File: src/rtl/sum_stationary_stream_pkg.sv
// Shared types and helpers for the output-stationary systolic multiplier.
//   state_t       : job FSM states (IDLE, LOAD, FLUSH, DRAIN)
//   c_data_width(): default accumulator width for a given operand width and
//                   maximum inner dimension (product width + growth bits).
package sum_stationary_stream_pkg;

    typedef enum logic [1:0] {
        IDLE  = 2'd0,
        LOAD  = 2'd1,
        FLUSH = 2'd2,
        DRAIN = 2'd3
    } state_t;

    function automatic int c_data_width(input int data_width, input int k_max);
        return 2 * data_width + $clog2(k_max);
    endfunction

endpackage

File: src/rtl/sum_stationary_stream_mac.sv
// Single processing element of the output-stationary array.
// Ports:
//   clk, reset_i : clock, synchronous active-high reset
//   en_i         : array enable; advances operand registers and accumulator
//   clr_i        : clears operand registers and accumulator (job start)
//   signed_i     : 1 = operands are two's complement, 0 = unsigned
//   a_i / b_i    : operands arriving from the west / north neighbour
//   a_o / b_o    : registered pass-through to the east / south neighbour
//   acc_o        : registered accumulator (one element of C)
module mac_pe
    import sum_stationary_stream_pkg::*;
#(
    parameter int DATA_WIDTH   = 8,
    parameter int C_DATA_WIDTH = 20
) (
    input  logic                    clk,
    input  logic                    reset_i,
    input  logic                    en_i,
    input  logic                    clr_i,
    input  logic                    signed_i,
    input  logic [DATA_WIDTH-1:0]   a_i,
    input  logic [DATA_WIDTH-1:0]   b_i,
    output logic [DATA_WIDTH-1:0]   a_o,
    output logic [DATA_WIDTH-1:0]   b_o,
    output logic [C_DATA_WIDTH-1:0] acc_o
);

    logic [DATA_WIDTH-1:0]          a_q, a_d;
    logic [DATA_WIDTH-1:0]          b_q, b_d;
    logic [C_DATA_WIDTH-1:0]        acc_q, acc_d;

    logic signed [DATA_WIDTH:0]     a_ext, b_ext;
    logic signed [C_DATA_WIDTH-1:0] prod_ext;

    // One extra bit carries the sign in signed mode and is zero otherwise, so
    // a single signed multiplier serves both modes.
    assign a_ext = {signed_i & a_i[DATA_WIDTH-1], a_i};
    assign b_ext = {signed_i & b_i[DATA_WIDTH-1], b_i};

    // Multiplying the sign-extended operands at full accumulator width gives
    // the product already extended and reduced modulo 2^C_DATA_WIDTH.
    assign prod_ext = C_DATA_WIDTH'(a_ext) * C_DATA_WIDTH'(b_ext);

    always_comb begin
        a_d   = a_q;
        b_d   = b_q;
        acc_d = acc_q;
        if (clr_i) begin
            a_d   = '0;
            b_d   = '0;
            acc_d = '0;
        end else if (en_i) begin
            a_d   = a_i;
            b_d   = b_i;
            acc_d = acc_q + prod_ext;
        end
    end

    always_ff @(posedge clk) begin
        if (reset_i) begin
            a_q   <= '0;
            b_q   <= '0;
            acc_q <= '0;
        end else begin
            a_q   <= a_d;
            b_q   <= b_d;
            acc_q <= acc_d;
        end
    end

    assign a_o   = a_q;
    assign b_o   = b_q;
    assign acc_o = acc_q;

endmodule

File: src/rtl/sum_stationary_stream.sv
// Output-stationary NxN systolic multiplier computing C = A*B, A is N x K,
// B is K x N, K chosen per job (1..K_MAX), signed or unsigned per job.
// Ports:
//   clk, reset_i   : clock, synchronous active-high reset (aborts any job)
//   start_i        : job start, honoured in IDLE only; samples k_len_i, signed_i
//   k_len_i        : inner dimension K (0 or > K_MAX ignores the start)
//   signed_i       : 1 = two's-complement operands
//   in_valid_i/in_ready_o : operand beat handshake; a_i = column m of A,
//                    b_i = row m of B
//   out_valid_o/out_ready_i : result handshake; out_row_o = row r of C,
//                    out_row_idx_o = r
//   busy_o         : high whenever a job is in progress
// Handshake rule (both ports): a beat transfers on a rising clock edge where
// valid and ready are both high. The producer holds data stable while valid is
// high and ready is low; ready never depends on valid.
module sum_stationary_stream
    import sum_stationary_stream_pkg::*;
#(
    parameter int DATA_WIDTH   = 8,
    parameter int N            = 4,
    parameter int K_MAX        = 16,
    parameter int C_DATA_WIDTH = c_data_width(DATA_WIDTH, K_MAX),
    parameter int KW           = $clog2(K_MAX + 1)
) (
    input  logic                             clk,
    input  logic                             reset_i,
    input  logic                             start_i,
    input  logic [KW-1:0]                    k_len_i,
    input  logic                             signed_i,
    input  logic                             in_valid_i,
    output logic                             in_ready_o,
    input  logic [N-1:0][DATA_WIDTH-1:0]     a_i,
    input  logic [N-1:0][DATA_WIDTH-1:0]     b_i,
    output logic                             out_valid_o,
    input  logic                             out_ready_i,
    output logic [N-1:0][C_DATA_WIDTH-1:0]   out_row_o,
    output logic [$clog2(N)-1:0]             out_row_idx_o,
    output logic                             busy_o
);

    localparam int RW = $clog2(N);
    localparam int FW = $clog2(2 * N - 1);

    state_t          state_q, state_d;
    logic [KW-1:0]   k_q, k_d;
    logic            signed_q, signed_d;
    logic [KW-1:0]   beat_q, beat_d;
    logic [FW-1:0]   flush_q, flush_d;
    logic [RW-1:0]   row_q, row_d;

    logic            en;
    logic            clr;

    // ---------------------------------------------------------------- FSM
    always_comb begin
        state_d     = state_q;
        k_d         = k_q;
        signed_d    = signed_q;
        beat_d      = beat_q;
        flush_d     = flush_q;
        row_d       = row_q;
        en          = 1'b0;
        clr         = 1'b0;
        in_ready_o  = 1'b0;
        out_valid_o = 1'b0;
        case (state_q)
            IDLE: begin
                if (start_i && (k_len_i != '0) && (k_len_i <= KW'(K_MAX))) begin
                    state_d  = LOAD;
                    k_d      = k_len_i;
                    signed_d = signed_i;
                    beat_d   = '0;
                    clr      = 1'b1;
                end
            end
            LOAD: begin
                in_ready_o = 1'b1;
                // A missing beat freezes the whole array, keeping skew aligned.
                if (in_valid_i) begin
                    en = 1'b1;
                    if (beat_q == k_q - KW'(1)) begin
                        beat_d  = '0;
                        flush_d = '0;
                        state_d = FLUSH;
                    end else begin
                        beat_d = beat_q + KW'(1);
                    end
                end
            end
            FLUSH: begin
                // 2N-2 zero cycles push the last term through to PE(N-1,N-1).
                en = 1'b1;
                if (flush_q == FW'(2 * N - 3)) begin
                    state_d = DRAIN;
                    row_d   = '0;
                end else begin
                    flush_d = flush_q + FW'(1);
                end
            end
            DRAIN: begin
                out_valid_o = 1'b1;
                if (out_ready_i) begin
                    if (row_q == RW'(N - 1)) begin
                        state_d = IDLE;
                        row_d   = '0;
                    end else begin
                        row_d = row_q + RW'(1);
                    end
                end
            end
            default: state_d = IDLE;
        endcase
    end

    always_ff @(posedge clk) begin
        if (reset_i) begin
            state_q  <= IDLE;
            k_q      <= '0;
            signed_q <= 1'b0;
            beat_q   <= '0;
            flush_q  <= '0;
            row_q    <= '0;
        end else begin
            state_q  <= state_d;
            k_q      <= k_d;
            signed_q <= signed_d;
            beat_q   <= beat_d;
            flush_q  <= flush_d;
            row_q    <= row_d;
        end
    end

    assign busy_o = (state_q != IDLE);

    // ---------------------------------------------------------- skew chains
    // Zeros are injected outside LOAD so flush cycles contribute nothing.
    logic [DATA_WIDTH-1:0] a_feed [N];
    logic [DATA_WIDTH-1:0] b_feed [N];
    logic [DATA_WIDTH-1:0] a_skew [N];
    logic [DATA_WIDTH-1:0] b_skew [N];

    always_comb begin
        for (int i = 0; i < N; i++) begin
            a_feed[i] = (state_q == LOAD) ? a_i[i] : '0;
            b_feed[i] = (state_q == LOAD) ? b_i[i] : '0;
        end
    end

    // Lane i (row i of A, column i of B) is delayed by i enabled cycles.
    for (genvar i = 0; i < N; i++) begin : g_skew
        if (i == 0) begin : g_direct
            assign a_skew[i] = a_feed[i];
            assign b_skew[i] = b_feed[i];
        end else begin : g_chain
            logic [DATA_WIDTH-1:0] a_chain_q [i];
            logic [DATA_WIDTH-1:0] b_chain_q [i];

            always_ff @(posedge clk) begin
                if (reset_i || clr) begin
                    for (int k = 0; k < i; k++) begin
                        a_chain_q[k] <= '0;
                        b_chain_q[k] <= '0;
                    end
                end else if (en) begin
                    a_chain_q[0] <= a_feed[i];
                    b_chain_q[0] <= b_feed[i];
                    for (int k = 1; k < i; k++) begin
                        a_chain_q[k] <= a_chain_q[k-1];
                        b_chain_q[k] <= b_chain_q[k-1];
                    end
                end
            end

            assign a_skew[i] = a_chain_q[i-1];
            assign b_skew[i] = b_chain_q[i-1];
        end
    end

    // ------------------------------------------------------------ PE grid
    logic [DATA_WIDTH-1:0]   a_out [N][N];
    logic [DATA_WIDTH-1:0]   b_out [N][N];
    logic [C_DATA_WIDTH-1:0] acc   [N][N];

    for (genvar i = 0; i < N; i++) begin : g_row
        for (genvar j = 0; j < N; j++) begin : g_col
            logic [DATA_WIDTH-1:0] a_west;
            logic [DATA_WIDTH-1:0] b_north;

            if (j == 0) begin : g_a_edge
                assign a_west = a_skew[i];
            end else begin : g_a_inner
                assign a_west = a_out[i][j-1];
            end

            if (i == 0) begin : g_b_edge
                assign b_north = b_skew[j];
            end else begin : g_b_inner
                assign b_north = b_out[i-1][j];
            end

            mac_pe #(
                .DATA_WIDTH  (DATA_WIDTH),
                .C_DATA_WIDTH(C_DATA_WIDTH)
            ) u_pe (
                .clk     (clk),
                .reset_i (reset_i),
                .en_i    (en),
                .clr_i   (clr),
                .signed_i(signed_q),
                .a_i     (a_west),
                .b_i     (b_north),
                .a_o     (a_out[i][j]),
                .b_o     (b_out[i][j]),
                .acc_o   (acc[i][j])
            );
        end
    end

    // Operands leaving the east and south edges have no consumer.
    logic [N-1:0] unused_edge;
    for (genvar i = 0; i < N; i++) begin : g_edge
        assign unused_edge[i] = ^{a_out[i][N-1], b_out[N-1][i]};
    end

    // ------------------------------------------------------------- output
    always_comb begin
        for (int j = 0; j < N; j++) begin
            out_row_o[j] = acc[row_q][j];
        end
    end

    assign out_row_idx_o = row_q;

endmodule

File: config.mk
export PLATFORM = sky130hd
export DESIGN_NAME = sum_stationary_stream
export DESIGN_NICKNAME = d
export VERILOG_FILES = /design/src/rtl/sum_stationary_stream_pkg.sv /design/src/rtl/sum_stationary_stream_mac.sv /design/src/rtl/sum_stationary_stream.sv
export SDC_FILE = /design/constraint.sdc
export NUM_CORES = 2
export LEC_CHECK = 0
export ABC_AREA = 1
export BUFFER_PORTS_ARGS = -buffer_cell sky130_fd_sc_hd__clkbuf_2
export CAP_MARGIN = 40
export CORE_ASPECT_RATIO = 0.75
export CORE_MARGIN = 2
export CORE_UTILIZATION = 63
export DETAILED_ROUTE_END_ITERATION = 8
export PLACE_DENSITY_LB_ADDON = 0.3
export SLEW_MARGIN = 5
export SYNTH_ARGS = -nofsm -noshare
export SYNTH_HDL_FRONTEND = slang
export SYNTH_SLANG_ARGS = --single-unit
File: constraint.sdc
create_clock -name clk -period 7.2 [get_ports clk]
set_input_delay 0.36 -clock clk [delete_from_list [all_inputs] [get_ports clk]]
set_output_delay 0.36 -clock clk [all_outputs]
set_load 0.02 [all_outputs]
Word-level counts from Yosys, hierarchy flattened
Memories as Yosys holds them, arrays and structs flattened.
Index checks and enable logic that the tools add are counted.
W data, S select, Z words.
{"block": "word_totals", "regBits": 530, "mem_bits_rw": 96, "in_bits": 75, "wordCells": 218, "n_memories": 6}
{"block": "op_classes", "addsub": 20, "n_eq_ne": 13, "mul": 16, "n_bitwise": 43, "mux": 55, "n_lt_le_gt_ge": 2, "n_reduce_logical": 17}
{"memory": "g_skew[3].g_chain.a_chain_q", "depth": 3, "word_bits": 8, "rd": 3, "rd_ports_with_merged_regs": 0, "write_ports": 3, "line_no": "sum_stationary_stream.sv:155", "rtl": "logic [DATA_WIDTH-1:0] a_chain_q [i];"}
{"memory": "g_skew[3].g_chain.b_chain_q", "depth": 3, "word_bits": 8, "rd": 3, "rd_ports_with_merged_regs": 0, "write_ports": 3, "line_no": "sum_stationary_stream.sv:156", "rtl": "logic [DATA_WIDTH-1:0] b_chain_q [i];"}
{"memory": "g_skew[2].g_chain.a_chain_q", "depth": 2, "word_bits": 8, "rd": 2, "rd_ports_with_merged_regs": 0, "write_ports": 2, "line_no": "sum_stationary_stream.sv:155"}
{"memory": "g_skew[2].g_chain.b_chain_q", "depth": 2, "word_bits": 8, "rd": 2, "rd_ports_with_merged_regs": 0, "write_ports": 2, "line_no": "sum_stationary_stream.sv:156"}
{"memory": "g_skew[1].g_chain.a_chain_q", "depth": 1, "word_bits": 8, "rd": 1, "rd_ports_with_merged_regs": 0, "write_ports": 1, "line_no": "sum_stationary_stream.sv:155"}
{"memory": "g_skew[1].g_chain.b_chain_q", "depth": 1, "word_bits": 8, "rd": 1, "rd_ports_with_merged_regs": 0, "write_ports": 1, "line_no": "sum_stationary_stream.sv:156"}
{"cell": "$add A20 B20 Y20", "n": 16}
{"cell": "$mul A9 B9 Y18", "n": 16}
{"cell": "$bmux W80 S2", "n": 1}
{"cell": "$mux W8", "n": 20}
{"cell": "$mux W80", "n": 2}
{"cell": "$and A1 B1 Y1", "n": 32}
{"cell": "$mux W2", "n": 9}
{"cell": "$reduce_or A8 Y1", "n": 2}
{"cell": "$mux W5", "n": 3}
{"cell": "$ne A2 B2 Y1 const B", "n": 7}
{"cell": "$mux W1", "n": 12}
{"cell": "$or A1 B1 Y1", "n": 10}
{"cell": "$pmux W5 S2", "n": 1}
{"cell": "$mux W3", "n": 3}
{"cell": "$pmux W2 S4", "n": 1}
{"cell": "$reduce_bool A2 Y1", "n": 4}
{"cell": "$eq A2 B2 Y1 const B", "n": 3}
{"cell": "$pmux W3 S2", "n": 1}
{"cell": "$reduce_and A3 Y1", "n": 2}
{"cell": "$reduce_and A6 Y1", "n": 1}
{"cell": "$add A5 B1 Y5 const B", "n": 1}
{"cell": "$eq A5 B5 Y1", "n": 1}
{"cell": "$le A5 B5 Y1 const B", "n": 1}
{"cell": "$reduce_bool A5 Y1", "n": 1}
{"cell": "15 further kinds", "n": 16}

Depth between registers and ports, before layout
{"block": "depth", "word_depth": 10, "ltp_mapped": 41, "depth_no_buf": 38}

Hierarchy
Synthesis repeated with hierarchy kept, for this count alone.
{"block": "hier_totals", "cells_unflattened": 13861, "hier_area_um2": 98329.3}
{"mod": "mac_pe (g_row[1].g_col[2].u_pe ...)", "instances": 5, "cells_each": 800, "area_per_inst_um2": 5696.7, "seq_area_each_um2": 720.7}
{"mod": "mac_pe (g_row[0].g_col[0].u_pe ...)", "instances": 4, "cells_each": 808, "area_per_inst_um2": 5726.7, "seq_area_each_um2": 720.7}
{"mod": "mac_pe (g_row[3].g_col[0].u_pe ...)", "instances": 3, "cells_each": 814, "area_per_inst_um2": 5684.2, "seq_area_each_um2": 720.7}
{"mod": "sum_stationary_stream", "instances": 1, "cells_each": 961, "area_per_inst_um2": 7164.4, "seq_area_each_um2": 3243.1}
{"mod": "mac_pe (g_row[2].g_col[3].u_pe)", "instances": 1, "cells_each": 814, "area_per_inst_um2": 5755.5, "seq_area_each_um2": 720.7}
{"mod": "mac_pe (g_row[0].g_col[1].u_pe)", "instances": 1, "cells_each": 808, "area_per_inst_um2": 5681.7, "seq_area_each_um2": 720.7}
{"mod": "mac_pe (g_row[1].g_col[1].u_pe)", "instances": 1, "cells_each": 807, "area_per_inst_um2": 5662.9, "seq_area_each_um2": 720.7}
{"mod": "mac_pe (g_row[3].g_col[3].u_pe)", "instances": 1, "cells_each": 797, "area_per_inst_um2": 5621.6, "seq_area_each_um2": 720.7}

Least setup slack after synthesis
OpenSTA, ideal clock, no wires.
{"block": "synth_timing", "kind": "register -> register", "start": "reg state_q[1]", "end": "reg g_row[0].g_col[0].u_pe.acc_q[18]", "setup_slack_ps": 390, "required_time_ps": 7081, "synth_period_minus_slack_ps": 6810, "n_path_buf": 3, "path_stages_with_launch": 33, "setup_ps": 119, "arrival_time_ps": 6692, "path_cell_list": "dfxtp_1 inv_1 ha_1 buf_2 clkbuf_1 clkbuf_1 nand2_1 inv_1 nand2_1 fa_1 inv_1 fa_1 fa_1 fa_1 inv_1 fa_1 inv_1 ha_1 a21oi_1 o21ai_0 a21oi_1 o21ai_0 a31oi_1 xor2_1 inv_1 ha_1 nand2_1 nor4_1 nand4_1 nand3_1 a21oi_1 o21ai_0 nand2_1"}
{"block": "synth_via", "elab_chain_cells": 5}
{"element": "start: declaration", "line_no": "sum_stationary_stream.sv:44", "rtl": "state_t state_q, state_d;"}
{"element": "start signal: assignment", "line_no": "sum_stationary_stream.sv:124", "rtl": "state_q <= state_d;"}
{"element": "$eq A2 B1 Y1", "line_no": "sum_stationary_stream.sv:66, sum_stationary_stream.sv:144, sum_stationary_stream.sv:145"}
{"element": "$mux W8, on equally long branches", "line_no": "sum_stationary_stream.sv:144, sum_stationary_stream.sv:145"}
{"element": "$and A1 B1 Y1, on equally long branches", "line_no": "sum_stationary_stream_mac.sv:37, sum_stationary_stream_mac.sv:38"}
{"element": "$mul A9 B9 Y18", "line_no": "sum_stationary_stream_mac.sv:42", "rtl": "assign prod_ext = C_DATA_WIDTH'(a_ext) * C_DATA_WIDTH'(b_ext);"}
{"element": "$add A20 B20 Y20", "line_no": "sum_stationary_stream_mac.sv:55", "rtl": "acc_d = acc_q + prod_ext;"}
{"element": "end signal: assignment", "line_no": "sum_stationary_stream_mac.sv:63", "rtl": "acc_q <= '0;"}
{"element": "end signal: assignment", "line_no": "sum_stationary_stream_mac.sv:67", "rtl": "acc_q <= acc_d;"}
{"element": "end: declaration", "line_no": "sum_stationary_stream_mac.sv:30", "rtl": "logic [C_DATA_WIDTH-1:0] acc_q, acc_d;"}
Several ways; a longest one is shown, not always the timed one.
A chain may end at the register's enable or synchronous reset.

Worst setup path in the final report
{"block": "layout_timing", "start": "reg signed_q", "end": "reg g_row[2].g_col[1].u_pe.acc_q[19]"}
{"block": "layout_via", "elab_chain_cells": 3}
{"element": "start: declaration", "line_no": "sum_stationary_stream.sv:46", "rtl": "logic signed_q, signed_d;"}
{"element": "start signal: assignment", "line_no": "sum_stationary_stream.sv:126", "rtl": "signed_q <= signed_d;"}
{"element": "$and A1 B1 Y1, on equally long branches", "line_no": "sum_stationary_stream_mac.sv:37, sum_stationary_stream_mac.sv:38"}
{"element": "$mul A9 B9 Y18 *", "line_no": "sum_stationary_stream_mac.sv:42"}
{"element": "$add A20 B20 Y20 *", "line_no": "sum_stationary_stream_mac.sv:55"}
{"element": "end signal: assignment", "line_no": "sum_stationary_stream_mac.sv:63"}
{"element": "end signal: assignment", "line_no": "sum_stationary_stream_mac.sv:67"}
{"element": "end: declaration", "line_no": "sum_stationary_stream_mac.sv:30"}
Mark *: on every way between the ends. The rest lies on a longest branch, timed or not.

==> results.md <==
* Top-area cell type share of the netlist area at 25.53%
* CP max-delay cell: fa_1
* Slew headroom at 37.74%
* Class of the worst hold path: in -> reg
* Required @ worst endpoint at 7.85 ns
* IO buf count at 159
* DP Worst Slack at 0.1960 ns
* Uppermost layer routed: met5
* Cells after synthesis at 12100
* Pwr/cell area at 132.6 nW/um^2
* Final hold vios at 0
* Comb pwr share at 33.0%
* Reg2reg path depth at 36
* Top cell type by total area after synthesis: fa_1
* Tot GR Track Use at 36.17%
* Routed wl met2 at 103200 um
* Main synth FF type: dfxtp_1
* Worst-margin pin slew at 0.9339 ns
* Reg clk slew, reported paths at 0.06 ns
* Cell variety after synth at 48
* Slowest Stage Delay on Critical Path at 0.53 ns
* Worst Clk Skew at 0.02990 ns
* Global-route wire length before repair at 412800 um
* Most numerous cell on the critical path: inv_1
* Filler Cells Inserted at 12020
* Hold Path End: beat_q[1]
* R2r setup slk at 0.36 ns
* Fraction of layout instances using a drive strength above 1 at 3.968%
* Clock Sinks at 626
* Max Slew Vio Count at 0
* Die area at 144500 sq um
* Min cycle time layout at 6.835 ns
* Tcrit/Tclk final at 94.93%
* Sequential share of power at 31.9%
* Post-synth ARST share at 0%
* Mapped cell area at 89090 sq um
* Number of global-route vias before repair at 76830
* Post-layout util at 67.72%
* Register area share after synthesis at 15.15%
* Layout Nets at 14220
* Iteration-0 DRC Markers at 7822
* Pin count of the biggest net entering global routing at 170
* Top cells by area, synth: fa_1, ha_1, dfxtp_1, inv_1, nand2_1
* Vias per cell at 5.626
* Latest clock arrival within the worst-skew pair at 0.74 ns
* Ys Warns at 0
* # IOs at 160
* Met1 wire length at 115500 um
* Synth top cells by count: inv_1, nand2_1, fa_1
* Hold Startpoint: reset_i
* Status: finished, final reports clean
* Drt pass-1 iters at 6
* WP data arrival at 7.49 ns
* Leak at 51.37 nW
* Crit start category: flip-flop
* Sw power at 5.240 mW
* Max Freq at 146.3 MHz
* TritonCTS clock tree: done
* Clock share of power at 35.1%
* EDFF count, synth at 96
* Detail Placement HPWL at 209500 um
* Syn_area_per_cell at 7.364 sq um
* Top-count cell post-synth: inv_1
* Initial Utilization at 63.45%
* Longest Clk Path Bufs at 3
* Hold path cells at 2
* Flops & latches, synth at 626
* Post-route DRC violation count at 0
* Dpl cells at 13820
* Routed len/inst at 18.49 um
* Drt total wl at 259300 um
* Inserted Clock Buffers at 78
* Via count at 78900
* Critical path peak fanout at 11
* Row count at 119
* Max Cap Violations at 0
* Worst Setup Path Type: reg -> reg
* Final Wtd Congestion at 1.008
* Post-Syn Nets at 14230
* Final setup fails at 0
* CTS HTree Levels at 3
* GRT overflow at 0
* DIE HEIGHT at 329.7 um
* Worst R2R Start: signed_q
* Core area at 140400 sq um
* DRT antenna net count at 0
* Fin worst setup slack at 0.3650 ns
* P&R area growth vs syn at 6.737%
* Endpoint class of the critical path: flip-flop
* Initial antenna violation count at 5
* Root Driver: clkbuf_16
* Met3 Wirelength at 32170 um
* Internal power at 7.364 mW
* Die width at 438.2 um
* Sw Ratio at 41.57%
* RR Endpoint: g_row[2].g_col[1].u_pe.acc_o[19]
* Worst IR Drop VDD at 0.2615 mV
* Post-Layout Cell Count at 14030
metal layers:
layer | vias up | track usage, %
met5 | - | 0
met4 | 4 | 10.10
met3 | 433 | 10.53
met2 | 3528 | 50.59
met1 | 37610 | 54.09
li1 | 37320 | -
sequential cells by signal (all words and copies together) (netlist names):
name / count
beat_q: 5
flush_q: 3
g_row.g_col.u_pe.a_o: 96
g_row.g_col.u_pe.acc_o: 320
g_row.g_col.u_pe.b_o: 96
g_skew.g_chain.a_chain_q: 48
g_skew.g_chain.b_chain_q: 48
k_q: 5
out_row_idx_o: 2
signed_q: 1
state_q: 2
critical path, delay by kind of cell (launching register included):
| kind | cells | cell delay, ns |
|---|---|---|
| AOI/OAI and AO/OA | 3 | 0.57 |
| xor gates and xnor gates | 1 | 0.16 |
| and+or+nand+nor | 14 | 1.49 |
| DFF | 1 | 0.41 |
| buffers and inverters | 11 | 0.94 |
| adders and majority gates | 7 | 3.21 |
cell families after synthesis:
group	Yosys count	share of synthesized area, %
xor gates and xnor gates	294	2.890
DFF	626	15.15
adders and majority gates	2058	38.48
buffers and inverters	3162	13.55
AOI/OAI and AO/OA	1903	11.81
and+or+nand+nor	4055	18.12
final cells by class:
cell class,instances,area (sq um),share of cell area (%)
flip-flops and latches,626,13510,14.20
multi-input cells,8310,63730,67.02
inverters,2738,10290,10.82
clock buffers,100,2206,2.320
repair buffers,330,2451,2.578
clock inverters,44,551.8,0.5803
diodes,2,5.005,0.005263
well taps,1875,2346,2.467
metrics by stage:
step                TNS (ns)  hold WS, ns  power, mW  cell area, sq um
finish                     0      0.05129      12.60             95090
global placement           0       0.4474      7.887             91280
CTS                        0    0.0008568      12.44             94770
floorplan                  0       0.4444      6.362             89090
global route        -0.09641      0.04335      13.01             95080
detailed placement         0       0.4643      8.009             91470
worst max-delay path by stage:
| stage | cells after the start | slack (ns) | start | to |
|---|---|---|---|---|
| 3_3_place_gp | 28 | 0.21 | signed_q | g_row[2].g_col[3].u_pe.acc_o[17] |
| 4_1_cts | 28 | 0.16 | signed_q | g_row[2].g_col[3].u_pe.acc_o[17] |
| 5_1_grt | 36 | -0.06 | signed_q | g_row[2].g_col[1].u_pe.acc_o[19] |
| 2_1_floorplan | 32 | 0.39 | state_q[1] | g_row[0].g_col[0].u_pe.acc_o[18] |
| 3_5_place_dp | 28 | 0.20 | signed_q | g_row[2].g_col[3].u_pe.acc_o[17] |
| 6_report | 36 | 0.36 | signed_q | g_row[2].g_col[1].u_pe.acc_o[19] |
cell usage in the layout (no fill, tap or decap), drive strengths merged, types with 260 or more instances in the layout:
master  Yosys  routed
nand2    2709    2709
nand3     352     352
dfxtp     530     530
fa       1136    1136
o21ai     753     753
ha        922     922
a21oi     648     648
nor2      826     826
inv      2737    2747
clkbuf    308     260
power by group through the flow:
stage          clock, mW  combinational (mW)  sequential, mW
6_report            4.43                4.16            4.02
5_1_grt             4.59                4.39            4.03
4_1_cts             4.46                3.97            4.00
3_5_place_dp           0                3.93            4.08
3_3_place_gp           0                3.81            4.07
2_1_floorplan          0                2.49            3.87
what timing repair did:
item                       in CTS  in global routing
setup endpoints to repair       0                 59
resized for setup               0                 64
hold endpoints to repair       53                  0
setup buffers                   0                  7
hold buffers                   54                  0
No activity file was read; power rests on OpenSTA's default activity.
